[config.mk]
export PLATFORM = sky130hd
export DESIGN_NAME = serial2tcp_stream_tester
export DESIGN_NICKNAME = d
export VERILOG_FILES = /design/src/rtl/serial2tcp_stream_tester.sv
export SDC_FILE = /design/constraint.sdc
export NUM_CORES = 1
export LEC_CHECK = 0
export BUFFER_PORTS_ARGS = -buffer_cell sky130_fd_sc_hd__buf_4
export CAP_MARGIN = 10
export CORE_UTILIZATION = 48
export CTS_BUF_LIST = sky130_fd_sc_hd__clkbuf_4 sky130_fd_sc_hd__clkbuf_8
export CTS_CLUSTER_SIZE = 25
export DETAILED_ROUTE_END_ITERATION = 8
export PLACE_DENSITY = 0.7
export SKIP_CTS_REPAIR_TIMING = 1
export SLEW_MARGIN = 20
export SYNTH_ARGS = -nofsm -noshare
export SYNTH_HDL_FRONTEND = slang
export SYNTH_SLANG_ARGS = --single-unit
[constraint.sdc]
create_clock -name sys_clk -period 5.74 [get_ports sys_clk]
set_clock_uncertainty 0.15 [all_clocks]
set_input_delay 0.287 -clock sys_clk [delete_from_list [all_inputs] [get_ports sys_clk]]
set_output_delay 0.287 -clock sys_clk [all_outputs]
set_load 0.01 [all_outputs]
[src/rtl/serial2tcp_stream_tester.sv]
// Far-end tester for the serial2tcp loopback: drives an incrementing byte pattern out,
// checks the returned stream against the same pattern, and reports errors and timeouts.
module serial2tcp_stream_tester #(
  parameter int unsigned BURST_LEN = 256,
  parameter logic [7:0]  SEED      = 8'h00,
  parameter int unsigned TIMEOUT   = 1024
) (
  input  logic        sys_clk,
  input  logic        sys_rst_n,
  input  logic        start,
  output logic        tx_valid,
  input  logic        tx_ready,
  output logic [7:0]  tx_data,
  input  logic        rx_valid,
  output logic        rx_ready,
  input  logic [7:0]  rx_data,
  output logic        busy,
  output logic        done,
  output logic        pass,
  output logic        timeout,
  output logic [15:0] err_count,
  output logic [15:0] rx_count
);

  localparam int unsigned   TimerW   = $clog2(TIMEOUT) + 1;
  localparam logic [16:0]   BurstLen = 17'(BURST_LEN);
  localparam logic [TimerW-1:0] TimerMax = TimerW'(TIMEOUT - 1);

  typedef enum logic [1:0] {StIdle, StRun, StDone} state_e;

  state_e            state_q, state_d;
  logic [15:0]       tx_sent_q, tx_sent_d;
  logic [15:0]       rx_count_q, rx_count_d;
  logic [15:0]       err_count_q, err_count_d;
  logic              timeout_q, timeout_d;
  logic [TimerW-1:0] timer_q, timer_d;

  logic       tx_hs, rx_hs;
  logic [7:0] rx_expected;
  logic       rx_last;

  // Handshake-facing outputs depend only on state and counters.
  assign tx_valid = (state_q == StRun) && ({1'b0, tx_sent_q} < BurstLen);
  assign tx_data  = SEED + tx_sent_q[7:0];
  assign rx_ready = (state_q == StRun);

  assign busy      = (state_q == StRun);
  assign done      = (state_q == StDone);
  assign pass      = done && (err_count_q == 16'h0000) && !timeout_q;
  assign timeout   = timeout_q;
  assign err_count = err_count_q;
  assign rx_count  = rx_count_q;

  assign tx_hs       = tx_valid & tx_ready;
  assign rx_hs       = rx_valid & rx_ready;
  assign rx_expected = SEED + rx_count_q[7:0];
  assign rx_last     = (({1'b0, rx_count_q} + 17'd1) == BurstLen);

  always_comb begin
    state_d     = state_q;
    tx_sent_d   = tx_sent_q;
    rx_count_d  = rx_count_q;
    err_count_d = err_count_q;
    timeout_d   = timeout_q;
    timer_d     = timer_q;

    unique case (state_q)
      StIdle, StDone: begin
        if (start) begin
          state_d     = StRun;
          tx_sent_d   = 16'h0000;
          rx_count_d  = 16'h0000;
          err_count_d = 16'h0000;
          timeout_d   = 1'b0;
          timer_d     = '0;
        end
      end
      StRun: begin
        if (tx_hs) begin
          tx_sent_d = tx_sent_q + 16'd1;
        end
        if (rx_hs) begin
          rx_count_d = rx_count_q + 16'd1;
          timer_d    = '0;
          if ((rx_data != rx_expected) && (err_count_q != 16'hFFFF)) begin
            err_count_d = err_count_q + 16'd1;
          end
          if (rx_last) begin
            state_d = StDone;
          end
        end else if (timer_q == TimerMax) begin
          // Abort: any TX beats not yet accepted are simply dropped.
          state_d   = StDone;
          timeout_d = 1'b1;
        end else begin
          timer_d = timer_q + 1'b1;
        end
      end
      default: state_d = StIdle;
    endcase
  end

  always_ff @(posedge sys_clk or negedge sys_rst_n) begin
    if (!sys_rst_n) begin
      state_q     <= StIdle;
      tx_sent_q   <= 16'h0000;
      rx_count_q  <= 16'h0000;
      err_count_q <= 16'h0000;
      timeout_q   <= 1'b0;
      timer_q     <= '0;
    end else begin
      state_q     <= state_d;
      tx_sent_q   <= tx_sent_d;
      rx_count_q  <= rx_count_d;
      err_count_q <= err_count_d;
      timeout_q   <= timeout_d;
      timer_q     <= timer_d;
    end
  end

endmodule

==> results.md, run 1 <==
Place:
- At the end of routability-driven placement, the weighted congestion stood at 0.848.
- The worst setup slack after placement is 2780 ps.
- Port buffering added 58 buffers.
- After legalization and detailed placement, the total HPWL measured 5680 um.
- The number of placed instances, taps included, is 534.

Clock network:
- The maximum clock path buffer count is 2.
- Clock-pin slew was measured on the worst setup and hold paths at 70 ps.
- Clock latency on the worst-skew pair, taken at its later pin, is 340 ps.
- The tree is rooted in a clkbuf_8.
- TritonCTS built the clock tree.
- The number of clock sinks is 62.
- The number of buffers created by CTS is 9.
- The total number of H-tree levels is 3.

Timing:
- In the final timing run, aggregate negative setup slack is 0 ps.
- Headroom to the max-slew limit came out at 35.9%.
- The top achievable clock speed is 0.333 GHz.
- The final hold violation count is 0.
- Setup violations remaining at the end of the flow were counted as 0.
- The smallest setup slack after layout is 2740 ps.
- The routed design could run at a clock period as short as 3000 ps.
- For the pin with the worst max-slew slack, the measured transition is 962 ps.
- The share of the cycle needed by the critical path after routing is 52.3%.
- The final-report max-slew violation count is 0.
- Setup repair after global routing left no endpoint under its margin.
- The worst hold margin is 54.3 ps.

Power and ir drop:
- The areal power density over the cells is 327 nW/um^2.
- Across the VDD grid, the largest voltage drop is 236 uV.
- For this design the static power due to leakage is 1.93 nW.

Global route:
- The overall routing resource usage is 22.8%.
- The number of antenna violations at the first check in global routing is 0.
- The number of global-route vias before repair came to 2,856.
- The leftover overflow at the end of global routing is 0.
- Entering global routing, the biggest net connects 63 pins.
- The wire length of the first global-routing pass is 13,600 um.

Route:
- In the routed layout, each cell is associated on average with a via count of 5.71.
- For this block, the initial DRC count from the detailed router was 145.
- The total length of routed wires is 8310 um.
- The via count of the routed design is 3,146.
- The total iterations of the first detailed-routing run is 6.
- The average detailed-routed wire length per instance is 15.1 um.
- The post-detailed-route DRC marker count is 0.
- The detail route stage leaves a number of antenna-violating nets equal to 0.

Synthesis:
- Synthesis instantiated 55 different standard cells from the library.
- The area of the mapped netlist is 3570 um^2.
- The most common cell in the synthesized netlist is dfrtp_1.
- When the netlist entered floorplanning its net count stood at 418.
- Counting flops and latches in the post-synthesis netlist gives 62.
- The top cell type by area accounts for 43.4% of the synthesized area.
- dfrtp_1 takes more of the synthesized area than any other cell.
- The fraction of the yosys area taken by sequential cells is 43.4%.
- The synthesized instance count is 399.
- In the synthesized netlist the dominant register cell turns out to be dfrtp_1.
- The commonest cells after synthesis are dfrtp_1 (62), nor2_1 (55), nand2_1 (30).
- Yosys mapped a number of flops with a built-in enable equal to 0.
- The mean post-synth cell area is 8.95 um^2.
- After synthesis, the cell types taking the most area are dfrtp_1 (43%), xor2_1 (6.4%), nor2_1 (5.8%), nand3_1 (3.9%), o21ai_0 (3.9%).
- Of all flip-flops after synthesis, the portion carrying an async set or reset was 100%.
- The number of warnings printed during yosys synthesis is 0.

Die:
- The top-level I/O count is 59.
- The width of the chip is 88.3 um.
- For this configuration, the core starts out at a cell density of 49.5%.
- The number of placement rows is 31.
- The area of the die is 7790 um^2.
- The die is 88.3 um tall.
- The placeable core area is 7210 um^2.

Critical path:
- The capturing element type of the critical path is a flop.
- In this run the critical register-to-register path is launched from state_q[0].
- For the worst setup path, the data arrival time is 3070 ps.
- For the worst flop-to-flop path, the logic depth is 7.
- The critical path class is reg2reg.
- The worst-case register-to-register setup slack is 2740 ps.
- The end of the worst register-to-register path is err_count[3].
- The worst path required time is 5800 ps.
- In this run the worst path has a maximum fanout of 19.
- The launching element type of the critical path is a flop.

Layout:
- Counting the fill cells in the layout gives 655.
- In the final layout, the multi-input gates occupy 1860 um^2.
- The count of nets after finishing is 466.
- In the final layout, the share of cells above drive strength 1 is 19.5%.
- Once layout is complete, the cells apart from fillers number 551.
- The area used by sequential logic in the layout is 1550 um^2.
- The growth of design area from synthesis to finish is 19.3%.
- The count of inserted antenna diode cells is 0.

Hold path:
- The tightest min-delay check is of the in2reg type.
- The end point of the most critical hold path is tx_sent_q[1].
- The number of cells traversed by the worst hold path is 3.
- The start point of the worst min-delay path is tx_ready.

Outcome:
- The run finished with clean final reports.

Run:
- The number of max-cap violations is 0.
## kinds of logic after synthesis
logic type	count (synthesis)	synth area share (%)
adders and majority gates	6	2.10
DFF	62	43.4
AOI/OAI and AO/OA	78	14.6
and+or+nand+nor	186	26.6
muxes	3	0.911
buffers and inverters	32	4.48
xor gates and xnor gates	32	7.85
## flip-flops by register name, indices dropped and copies added, names as in the netlist
signal and flops:
tx_sent_q 16, state_q 2, err_count 16, timer_q 11, rx_count 16, timeout 1
## worst max-delay path by stage
stage / slack (ps) / cells after the start / from / to
floorplan: 3380 / 7 / rx_count[0] / state_q[0]
global placement: 2870 / 7 / state_q[0] / err_count[3]
detailed placement: 2780 / 7 / state_q[0] / err_count[4]
CTS: 2750 / 7 / state_q[0] / err_count[3]
global route: 2420 / 7 / state_q[0] / err_count[3]
finish: 2740 / 7 / state_q[0] / err_count[3]
## critical path, stage by stage, from the launching register on
cell,delay [ps]
dfrtp_1,390
nor2b_1,140
buf_4,190
nand2_1,390
a21oi_1,900
nand2_1,350
o211ai_1,270
o31ai_1,90
## layout make-up
cell class | instances | share of cell area (%)
multi-input combinational | 305 | 43.7
sequential | 62 | 36.4
timing repair buffer | 61 | 10.8
clock buffer | 11 | 3.55
tap | 99 | 2.91
clock inverter | 5 | 1.91
inverter | 8 | 0.705
## stage by stage
step                area [um^2]  power (W)  util [%]
floorplan                  3570   0.000808         -
global placement           4020   0.000945      55.7
detailed placement         4020   0.000955      55.7
CTS                        4250    0.00140      58.9
global route               4260    0.00148      59.1
finish                     4260    0.00139      59.1
## per-layer routing
| metal | GRT usage, % | routed length (um) |
|---|---|---|
| met2 | 36.6 | 3970 |
| met4 | 6.60 | 92 |
| met3 | 5.69 | 413 |
| met5 | 0 | 0 |
| met1 | 30.5 | 3840 |
## report_power, final
group	total [W]	switching, W	leakage, nW	internal, W
clock	0.000446	0.000178	0.116	0.000268
sequential	0.000535	0.0000583	0.852	0.000476
combinational	0.000412	0.000253	0.962	0.000159
total	0.00139	0.000489	1.93	0.000904
## cells in the final DEF (no fill, tap or decap), types with 2 or more instances in the layout
cell type	count
dfrtp_1	62
buf_4	60
nor2_1	55
nand2_1	30
nand3_1	28
o21ai_0	28
xor2_1	26
nand4_1	19
clkbuf_8	11
a21oi_1	10
nor4_1	9
and3_1	9
inv_1	8
a31oi_1	8
o31ai_1	8
nor3_1	6
xnor2_1	6
ha_1	6
and2_1	5
nand2b_1	4
and4_1	3
a211oi_1	3
a41oi_1	3
nor2b_1	2
or2_2	2
or3_1	2
o2111ai_1	2
mux2_2	2
a22o_1	2
o41ai_1	2
o211ai_1	2
bufinv_16	2
No activity file was read; power rests on OpenSTA's default activity.
==> inputs of run 2 (changes only) <==
--- a/config.mk
+++ b/config.mk
@@ -5,13 +5,14 @@
 export SDC_FILE = /design/constraint.sdc
 export NUM_CORES = 1
 export LEC_CHECK = 0
+export ABC_AREA = 1
 export BUFFER_PORTS_ARGS = -buffer_cell sky130_fd_sc_hd__buf_4
 export CAP_MARGIN = 10
 export CORE_UTILIZATION = 48
 export CTS_BUF_LIST = sky130_fd_sc_hd__clkbuf_4 sky130_fd_sc_hd__clkbuf_8
 export CTS_CLUSTER_SIZE = 25
 export DETAILED_ROUTE_END_ITERATION = 8
-export PLACE_DENSITY = 0.7
+export PLACE_DENSITY = 0.69
 export SKIP_CTS_REPAIR_TIMING = 1
 export SLEW_MARGIN = 20
 export SYNTH_ARGS = -nofsm -noshare
==> constraint.sdc (replaced) <==
create_clock -name sys_clk -period 3.1 [get_ports sys_clk]
set_clock_uncertainty 0.15 [all_clocks]
set_input_delay 0.155 -clock sys_clk [delete_from_list [all_inputs] [get_ports sys_clk]]
set_output_delay 0.155 -clock sys_clk [all_outputs]
set_load 0.01 [all_outputs]
==> run 2 against run 1 <==
  * Core utilization shrank 0.62 points
  * Area after synthesis up 7.3%
  * Final cell count grew 21%
  * Global-route usage decreased by 0.32 points
  * Critical path depth grew 1
  * Count of clock-buffer cells in the layout decreased by 2
  * Register-to-register slack lost 1900 ps
  * Maximum frequency rose by 31%
  * Final area is 6.0% higher
  * First-iteration DRC count up 48%
==> results.md, run 2 <==
Run:
- The number of max-cap violations is 0.

Synthesis:
- By count the netlist is led by nand2_1 (111), inv_1 (64), dfrtp_1 (62).
- The library cell with the highest instance count after synthesis is nand2_1.
- The synthesized design devotes to its leading area cell type 40.5% of total area.
- Among all flip-flop cells after synthesis, the most frequent one is dfrtp_1.
- The number of different library cells in the post-synthesis netlist is 39.
- Yosys attributes the largest share of cell area to dfrtp_1 (41%), nand2_1 (11%), inv_1 (6.3%), nor2_1 (5.9%), nand3_1 (5.4%).
- For this run, the register share of the synthesized area comes to 40.5%.
- The synthesized instance count is 507.
- Counting flops with a built-in enable in the synthesized netlist gives 0.
- The post-synthesis net count is 526.
- The cell type with the highest aggregate area in the netlist is dfrtp_1.
- The Yosys step of the flow raised 0 warnings.
- The share of synthesized registers carrying an async set or reset is 100%.
- Dividing the synthesized area by the synthesized cell count gives 7.55 um^2.
- The area of the mapped netlist is 3830 um^2.
- In this run, synthesis produced a sequential element count of 62.

Clock network:
- TritonCTS created 9 clock buffers.
- The total number of H-tree levels is 3.
- The root buffer cell is clkbuf_8.
- The clock drives 62 sinks.
- Counting along the longest clock path gives a buffer depth of 2.
- Clock-pin slew was measured on the worst setup and hold paths at 70 ps.
- TritonCTS built the clock tree.
- The insertion delay to the later sink of the worst-skew pair is 350 ps.

Route:
- For this run, design rule violations remaining after detail routing come to 0.
- The iteration-0 DRC count of the detailed router is 214.
- The total length of routed wires is 8890 um.
- Using the TritonRoute via totals, the vias-per-cell ratio works out to 5.16.
- The average detailed-routed wire length per instance is 13.3 um.
- Before antenna repair, the detailed router went through 5 iterations.
- The number of nets with antenna violations after routing is 0.
- The routed layout has 3,455 vias.

Place:
- The instance area after placement is 4270 um^2.
- OpenSTA, run right after detailed placement, puts the worst setup slack at 822 ps.
- The number of port buffers is 58.
- Once detailed placement completed, the half-perimeter wirelength came to 6540 um.
- Routability-driven placement finished with a final weighted congestion of 0.891.

Layout:
- The area used by sequential logic in the layout is 1550 um^2.
- The multi-input combinational cells in the finished layout cover a total of 1890 um^2.
- Cells with a size suffix above 1 make up 18.2% of the layout.
- The final layout contains 581 nets.
- The count of inserted antenna diode cells is 0.
- In the layout the commonest cells are nand2_1 (111), inv_1 (64), dfrtp_1 (62).
- Leaving out fill and tap cells, the most frequent cell in the layout is nand2_1.
- The number of filler cells placed in the layout is 715.
- Relative to the synthesized area, the layout overhead comes to 17.9%.
- The total non-filler cell area in the finished layout is 4520 um^2.

Power and ir drop:
- Summing internal, switching and leakage power gives 0.00269 W.
- The maximum vdd ir drop is 437 uV.
- The leakage dissipation is 2.08 nW.
- The areal power density over the cells is 595 nW/um^2.

Die:
- The number of placement rows is 32.
- The placeable core area is 7730 um^2.
- The die covers 8340 um^2.
- During I/O placement, the number of pins put on the boundary was 59.
- The initial utilization of the core area, before any placement, comes to 49.6%.
- Measured along the x axis, the die boundary spans 91.3 um.
- Measured along the y axis, the die boundary spans 91.3 um.

Critical path:
- STA classifies the critical path startpoint as a flop.
- For this run, the slowest stage of the critical path takes 430 ps.
- STA classifies the critical path endpoint as a flop.
- The reg-to-reg critical path startpoint is state_q[1].
- The worst path required time is 3220 ps.
- The worst register-to-register path has a depth of 8.
- The worst register-to-register path ends at err_count[15].
- For the worst setup path, the data arrival time is 2410 ps.
- The slowest stage cell on the critical path is o21ai_4.
- The critical path goes through inv_1 -> nand2_4 -> nor2_4 -> inv_2 -> o21ai_4 -> buf_4 -> nand3_1 -> o21ai_1.
- For flop-to-flop paths, the worst setup slack is 810 ps.
- In this run the worst path has a maximum fanout of 19.
- The critical path class is reg2reg.

Timing:
- The final hold violation count is 0.
- Headroom to the max-slew limit came out at 48.2%.
- Setup repair after global routing left no endpoint under its margin.
- Of the available clock period, the critical path in the final layout requires 73.7%.
- Setup violations remaining at the end of the flow were counted as 0.
- The final sum of negative setup slack is 0 ps.
- The actual transition at the worst max-transition pin is 778 ps.
- Hold is met by 50.9 ps.
- Static timing analysis puts the maximum clock frequency at 0.437 GHz.
- Setup slack on the critical path of the routed design comes to 814 ps.
- The final-report max-slew violation count is 0.
- The smallest clock period supported by the final layout is computed as 2290 ps.

Global route:
- Global routing used 22.4% of the available tracks.
- The total overflow left after global routing is 0.
- The number of antenna violations at the first check in global routing is 0.
- The pin count of the biggest net entering global routing is 63.
- The first global-routing pass estimated 14,900 um of wire.
- The number of global-route vias before repair came to 3,144.

Outcome:
- The flow ran to the end, and the final reports show no timing, DRC or antenna violations.

Hold path:
- The path with the worst hold slack has its endpoint at state_q[1].
- The worst hold-check path type is in2reg.
- The number of cells traversed by the worst hold path is 4.
- The startpoint identified for the worst hold timing path is start.
run 2: kinds of logic after synthesis:
group / synth area share (%)
DFF: 40.5
xor gates and xnor gates: 5.26
buffers and inverters: 10.3
muxes: 0.294
adders and majority gates: 1.96
and+or+nand+nor: 32.0
AOI/OAI and AO/OA: 9.67
run 2: final cells by class:
cell class,count,share of cell area [%]
timing repair buffer,61,10.3
sequential,62,34.4
tap,102,2.83
clock buffer,9,2.74
multi-input combinational,359,41.8
clock inverter,7,2.16
inverter,69,5.90
run 2: metrics by stage:
step / utilization, % / cells
after floorplan: - / 507
after global placement: 55.3 / 651
after detailed placement: 55.3 / 651
after CTS: 58.2 / 667
after global routing: 58.4 / 669
final: 58.4 / 669
run 2: routing by layer:
metal	global-route usage, %	vias up	share of wire [%]
li1	-	1742	-
met1	30.1	1619	47
met2	36.6	85	47
met3	4.02	9	4.9
met4	7.67	0	1.1
met5	0	-	0
run 2: power by group:
part	internal, W	switching [W]	total (W)
combinational	0.000311	0.000575	0.000886
sequential	0.000891	0.000110	0.00100
clock	0.000455	0.000344	0.000799
total	0.00166	0.00103	0.00269
run 2: critical path: cells and delay by family (launching register included):
family	cells	cell delay (ps)
and+or+nand+nor	3	600
buffers and inverters	3	560
DFF	1	370
AOI/OAI and AO/OA	2	530
run 2: how the worst max path moves through the flow:
stage,from,to
after floorplan,err_count[0],err_count[13]
after global placement,state_q[1],err_count[15]
after detailed placement,state_q[1],err_count[15]
after CTS,state_q[1],err_count[15]
after global routing,state_q[1],err_count[15]
final,state_q[1],err_count[15]
